===== src/rtl/pipelined_adder.sv =====
// Pipelined adder: carry chain split into CHUNK-bit slices, one per stage.
// Signed/unsigned mode, optional saturation, valid/ready on both sides.
module pipelined_adder #(
    parameter int WIDTH = 8,
    parameter int CHUNK = 4
) (
    input  logic             clk,
    input  logic             rst_n,
    input  logic             in_valid,
    output logic             in_ready,
    input  logic [WIDTH-1:0] in_a,
    input  logic [WIDTH-1:0] in_b,
    input  logic             in_cin,
    input  logic             in_signed,
    input  logic             in_sat,
    output logic             out_valid,
    input  logic             out_ready,
    output logic [WIDTH-1:0] out_sum,
    output logic             out_cout,
    output logic             out_ovf
);

    localparam int STAGES = WIDTH / CHUNK;
    localparam int L      = STAGES - 1;
    localparam int PS     = (STAGES > 1) ? STAGES - 1 : 1;

    logic stall;

    logic             cv, cc, cg, ct;
    logic [WIDTH-1:0] ca, cb;

    logic [PS-1:0]    pv, pc, pg, pt;
    logic [WIDTH-1:0] pa [PS];
    logic [WIDTH-1:0] pb [PS];
    logic [WIDTH-1:0] ps [PS];

    logic [STAGES-1:0] sv, sc, sg, st, nc;
    logic [WIDTH-1:0]  sa [STAGES];
    logic [WIDTH-1:0]  sb [STAGES];
    logic [WIDTH-1:0]  ss [STAGES];
    logic [WIDTH-1:0]  ns [STAGES];
    logic [CHUNK:0]    t  [STAGES];

    logic             cmsb, ovf;
    logic [WIDTH-1:0] fsum;

    assign stall    = out_valid && !out_ready;
    assign in_ready = !stall;

    always_comb begin
        sv = '0;
        sc = '0;
        sg = '0;
        st = '0;
        nc = '0;
        for (int k = 0; k < STAGES; k++) begin
            sa[k] = '0;
            sb[k] = '0;
            ss[k] = '0;
            ns[k] = '0;
            t[k]  = '0;
        end
        sv[0] = cv;
        sa[0] = ca;
        sb[0] = cb;
        sc[0] = cc;
        sg[0] = cg;
        st[0] = ct;
        for (int k = 1; k < STAGES; k++) begin
            sv[k] = pv[k-1];
            sa[k] = pa[k-1];
            sb[k] = pb[k-1];
            ss[k] = ps[k-1];
            sc[k] = pc[k-1];
            sg[k] = pg[k-1];
            st[k] = pt[k-1];
        end
        // each stage adds its own slice and merges it into the partial sum
        for (int k = 0; k < STAGES; k++) begin
            t[k]  = {1'b0, CHUNK'(sa[k] >> (k * CHUNK))}
                  + {1'b0, CHUNK'(sb[k] >> (k * CHUNK))}
                  + (CHUNK + 1)'(sc[k]);
            ns[k] = ss[k] | (WIDTH'(t[k][CHUNK-1:0]) << (k * CHUNK));
            nc[k] = t[k][CHUNK];
        end
        cmsb = t[L][CHUNK-1] ^ sa[L][WIDTH-1] ^ sb[L][WIDTH-1];
        ovf  = sg[L] ? (cmsb ^ nc[L]) : nc[L];
        fsum = ns[L];
        if (st[L] && ovf) begin
            unique case (1'b1)
                !sg[L]:        fsum = '1;
                sa[L][WIDTH-1]: fsum = {1'b1, {(WIDTH-1){1'b0}}};
                default:       fsum = {1'b0, {(WIDTH-1){1'b1}}};
            endcase
        end
    end

    always_ff @(posedge clk or negedge rst_n) begin
        if (!rst_n) begin
            cv        <= 1'b0;
            ca        <= '0;
            cb        <= '0;
            cc        <= 1'b0;
            cg        <= 1'b0;
            ct        <= 1'b0;
            pv        <= '0;
            pc        <= '0;
            pg        <= '0;
            pt        <= '0;
            for (int k = 0; k < PS; k++) begin
                pa[k] <= '0;
                pb[k] <= '0;
                ps[k] <= '0;
            end
            out_valid <= 1'b0;
            out_sum   <= '0;
            out_cout  <= 1'b0;
            out_ovf   <= 1'b0;
        end else if (!stall) begin
            cv <= in_valid;
            ca <= in_a;
            cb <= in_b;
            cc <= in_cin;
            cg <= in_signed;
            ct <= in_sat;
            for (int k = 0; k < STAGES - 1; k++) begin
                pv[k] <= sv[k];
                pa[k] <= sa[k];
                pb[k] <= sb[k];
                ps[k] <= ns[k];
                pc[k] <= nc[k];
                pg[k] <= sg[k];
                pt[k] <= st[k];
            end
            out_valid <= sv[L];
            out_sum   <= fsum;
            out_cout  <= nc[L];
            out_ovf   <= ovf;
        end
    end

endmodule


===== config.mk =====
export PLATFORM = sky130hd
export DESIGN_NAME = pipelined_adder
export DESIGN_NICKNAME = d
export VERILOG_FILES = /design/src/rtl/pipelined_adder.sv
export SDC_FILE = /design/constraint.sdc
export NUM_CORES = 1
export LEC_CHECK = 0
export CORE_AREA = 4 4 70 78
export CTS_CLUSTER_SIZE = 14
export DETAILED_ROUTE_END_ITERATION = 10
export DIE_AREA = 0 0 74 82
export PLACE_DENSITY = 0.73
export SYNTH_ARGS = -nofsm -noshare
export SYNTH_HDL_FRONTEND = slang
export SYNTH_SLANG_ARGS = --single-unit

===== constraint.sdc =====
create_clock -name clk -period 2.5 [get_ports clk]
set_clock_uncertainty 0.05 [all_clocks]
set_input_delay 0.375 -clock clk [delete_from_list [all_inputs] [get_ports clk]]
set_output_delay 0.375 -clock clk [all_outputs]
set_load 0.02 [all_outputs]

# Yosys cells after proc, flatten, opt, wreduce, memory -nomap -nowiden
# Cells that the tools add are included.
# Widths: inputs -> output; s select.
# word_totals
reg_bits	55
out_inout_bits	12
wordCells	33
# classes
n_addsub	4
muxes	3
n_bitwise	4
n_reduce_logical	5
# op_table
operator	count
$pmux 8 s2	1
$add 4x4->5	2
$add 5x1->5	2
$mux 8	1
$or 4x8->8	1
$logic_not 1->1	3
$xor 1x1->1	3
$logic_and 1x1->1	2
$mux 1	1

# Longest topological paths before layout
# Gate-level depths: netlist of the first run.
# logic_depth
ltp_word	8
ltp_mapped	9
depth_no_buf	9

# Worst setup path before layout of the first run
# Ideal clock, no wire load.
# synth_path
path_kind	register to register
startpoint	register pa[7] (netlist name)
endpoint	register out_sum[5]
setup_time_ps	84
arrival_time_ps	2289
t_required_ps	2366
slack_ps	78
stages_incl_launch_ff	8
period_less_slack_ps	2422
path_cell_list	dfrtp_1 ha_1 xor3_2 a21o_1 a21oi_2 mux2i_2 and2b_2 o21ai_0
# synth_between
elab_chain_cells	8
word_cells_on_any_way	9
cone_classes	add/sub: 2; mux: 3; bitwise: 3; reduce/logical: 1
# synth_lines
item	line	rtl
start: declaration	33	logic [WIDTH-1:0] pa [PS];
start signal: indexed assignment	128	pa[k] <= sa[k];
$add 4x4->5	81	+ {1'b0, CHUNK'(sb[k] >> (k * CHUNK))}
$add 5x1->5	82	+ (CHUNK + 1)'(sc[k]);
$xor 1x1->1 (2 in series)	86	cmsb = t[L][CHUNK-1] ^ sa[L][WIDTH-1] ^ sb[L][WIDTH-1];
$xor 1x1->1	87	ovf = sg[L] ? (cmsb ^ nc[L]) : nc[L];
$mux 1	87	
$logic_and 1x1->1	89	if (st[L] && ovf) begin
$mux 8 (*)	89	
end signal: assignment	136	out_sum <= fsum;
end: declaration	18	output logic [WIDTH-1:0] out_sum,
# Every way passes the cells marked *; elsewhere a longest branch is shown, timed or not.
# A chain may end at the register's enable or synchronous reset.

# Final worst setup path of the first run
# layout_path
startpoint	register pc
endpoint	register out_sum[1]
# layout_between
elab_chain_cells	7
# layout_lines
item	line	rtl
start: declaration	32	logic [PS-1:0] pv, pc, pg, pt;
start signal: indexed assignment	131	pc[k] <= nc[k];
$add 5x1->5 (*)	82	
$xor 1x1->1 (2 in series)	86	
$xor 1x1->1	87	
$mux 1 (*)	87	
$logic_and 1x1->1 (*)	89	
$mux 8 (*)	89	
# Marked as above.

==> results.py, run 1 <==
metrics = {
    "outcome": {
        "status": "finished, final reports clean",
    },
    "clock_network": {
        "htreeDepth": 2,
        "clk_latency_ps": 290,
        "numClockSinks": 47,
        "cts_root_buf": "clkbuf_8",
        "cts_tree": "done",
        "clk_pin_slew_worst_paths_ps": 80,
        "clockBufferDepth": 2,
        "cts_buffers": 5,
    },
    "sta": {
        "maxSlewHeadroom_pct": 72.44,
        "hold_ws_ps": 409.2,
        "slew_viol_final": 0,
        "fin_crit_sh_pct": 92.68,
        "hold_violations": 0,
        "worst_slew_pin_slew_ps": 413.4,
        "setup_slack_ps": 183.1,
        "period_needed_ps": 2317,
        "fmax_mhz": 431.6,
        "setup_viol": 0,
    },
    "die": {
        "die-area_mm2": 0.006068,
        "dieHeight_um": 82,
        "core_area_mm2": 0.004652,
        "rows": 26,
        "ioPinCount": 35,
        "die_w_um": 74,
        "initial_core_util_pct": 46.26,
    },
    "grt": {
        "grt_pass1_vias": 1506,
        "grt_overflow": 0,
        "grt_pass1_wl_mm": 6.610,
        "grtUsageTotal_pct": 14.37,
        "antenna_found_initial": 0,
        "grt_start_max_net_pins": 46,
    },
    "synth": {
        "synth_mux_area_share_pct": 0.6395,
        "synth_area_per_cell_um2": 9.158,
        "synthXorXnorAreaFrac_pct": 4.419,
        "synth_top_area_cell": "dfrtp_1",
        "async_reset_ff_share_pct": 100.0,
        "synth_cells": 235,
        "syn_area_mm2": 0.002152,
        "synth_edf_count": 0,
        "synth_cell_types": 25,
        "synthMostInstantiatedCell": "nand2_1",
        "synth_nets": 268,
        "ys_seq_area_share_pct": 54.65,
        "ys_seq_elements": 47,
        "yosys_warnings": 0,
        "synth-compound-area-share_pct": 7.965,
        "synthAdderAreaFrac_pct": 7.209,
        "synth_top_family_by_area": "simple AND/OR/NAND/NOR gates",
        "synthFlopType": "dfrtp_1",
        "synth_simple_gate_area_share_pct": 21.98,
        "synth_top_area_share_pct": 54.65,
        "synth_commonest_cells": "98 x nand2_1, 47 x dfrtp_1, 19 x o21ai_0, 11 x nor2_1",
        "ys_top_cells_by_area": "dfrtp_1 55%, nand2_1 17%, o21ai_0 4.4%, fa_1 3.7%, ha_1 3.5%",
    },
    "run": {
        "drv_cap": 0,
    },
    "pwr": {
        "pwr_density_cell_mw_per_mm2": 1180,
        "peakVddDrop_v": 0.0004270,
        "p_leak_nw": 1.324,
    },
    "min_path": {
        "hold_path.class": "in -> async",
    },
    "setup_path": {
        "start_kind": "flip-flop",
        "cp-end-kind": "flip-flop",
        "timing.rr.end": "out_sum[1]",
        "reg2reg_from": "pc",
        "crit_type": "reg -> reg",
        "worst_ep_arrival_time_ps": 2480,
        "r2r_setup_slack_ps": 180,
        "cp.required_ps": 2660,
        "reg2reg_depth": 10,
        "crit_path_max_fanout": 7,
    },
    "cells_and_area": {
        "n_antenna_cell": 0,
        "nets": 311,
        "final_util_pct": 58.34,
        "layout-drive-gt1-share_pct": 8.961,
        "final.fill_count": 439,
        "area.growth.synth_to_final_pct": 26.10,
        "instances_no_fill": 335,
    },
    "place": {
        "gp_congestion": 0.7955,
        "place_ws_ps": 55.78,
        "post-dp-hpwl_mm": 2.758,
        "dp.cells": 323,
        "io_buffers": 34,
    },
    "detailed_routing": {
        "wirelength_mm": 3.874,
        "ant_nets": 0,
        "vias": 1561,
        "drt_iter0_markers": 67,
        "detail_route.wl_per_cell_um": 11.56,
        "drt_pass1_iterations": 4,
        "vias_per_cell": 4.660,
        "drc": 0,
    },
}
-- metrics by stage --
stage               TNS, ps  instance area [um2]  total power, mW
floorplan                 0                 2152            2.229
global placement          0                 2579            2.659
detailed placement        0                 2579            2.708
CTS                       0                 2670            3.147
global route         -33.24                 2714            3.497
finish                    0                 2714            3.201
-- routing by layer --
layer	global-route usage (%)	up-vias	wire length [um]
li1	-	819	-
met1	16.82	712	1706
met2	24.82	23	1950
met3	3.305	7	135
met4	6.522	0	82
met5	0	-	0
-- worst max-delay path, stage by stage, from the launching register on --
cell      delay, ps
dfrtp_1         410
fa_1            450
inv_1            90
fa_1            200
nor2b_1          80
o21ai_1         190
nand2b_1        190
xnor2_1         160
o21ai_0          80
buf_4           180
o21ai_0         170
-- area by class of cell --
cell class / count / area (um2) / share of cell area [%]
well taps: 56 / 70.07 / 2.582
flip-flops and latches: 47 / 1177 / 43.38
clock buffers: 7 / 76.32 / 2.812
inverters: 9 / 33.78 / 1.245
multi-input cells: 170 / 930.9 / 34.30
clock inverters: 1 / 5.005 / 0.1844
repair buffers: 45 / 420.4 / 15.49
-- state kept, by name, summed over array words and instances, names as in the netlist, 4 cells and up --
name     cells
pb           4
out_sum      8
ca           8
ps           4
cb           8
pa           4
-- power breakdown --
group	internal (mW)	switching (mW)
combinational	0.766	0.811
clock	0.196	0.233
sequential	1.04	0.153
total	2.00	1.20
-- worst max path at each step --
stage          start         end  slack, ps
6_report          pc  out_sum[1]        180
5_1_grt           pc  out_sum[1]        -20
4_1_cts        pb[7]  out_sum[7]         40
3_5_place_dp   pb[7]  out_sum[7]         60
3_3_place_gp   pb[7]  out_sum[7]        160
2_1_floorplan  pa[7]  out_sum[5]         80
-- what timing repair did --
item	4_1_cts	5_1_grt
hold endpoints to repair	9	0
endpoints found under the setup margin	0	8
setup buffers	0	3
hold buffers	1	0
resized for setup	0	4
-- cell usage in the layout (no fill, tap or decap), types with 2 or more instances in the layout --
cell,count
buf_4,10
clkbuf_8,5
dfrtp_1,46
nand3_1,3
a21oi_1,6
clkdlybuf4s50_1,33
xor2_1,3
clkbuf_1,2
inv_1,8
a21o_1,3
nand2b_1,2
xnor2_1,5
o21ai_0,18
fa_1,4
nand2_1,98
ha_1,5
nor2_1,11
-- kinds of logic after synthesis --
logic type,count (synthesis)
AOI/OAI and AO/OA,31
and+or+nand+nor,119
xor gates and xnor gates,9
adders and majority gates,10
buffers and inverters,18
muxes,1
DFF,47
No activity file was read; power rests on OpenSTA's default activity.
==> run 2, diff against run 1 <==
- GPL_ROUTABILITY_DRIVEN: unset -> 1
- SLEW_MARGIN: unset -> 20
==> results of run 2 <==
Same layout as run 1: the final DEF is identical, and so are final timing and power.
==> run 3, diff against run 2 <==
- CTS_CLUSTER_DIAMETER: unset -> 60
==> results of run 3 <==
Same layout as run 1: the final DEF is identical, and so are final timing and power.
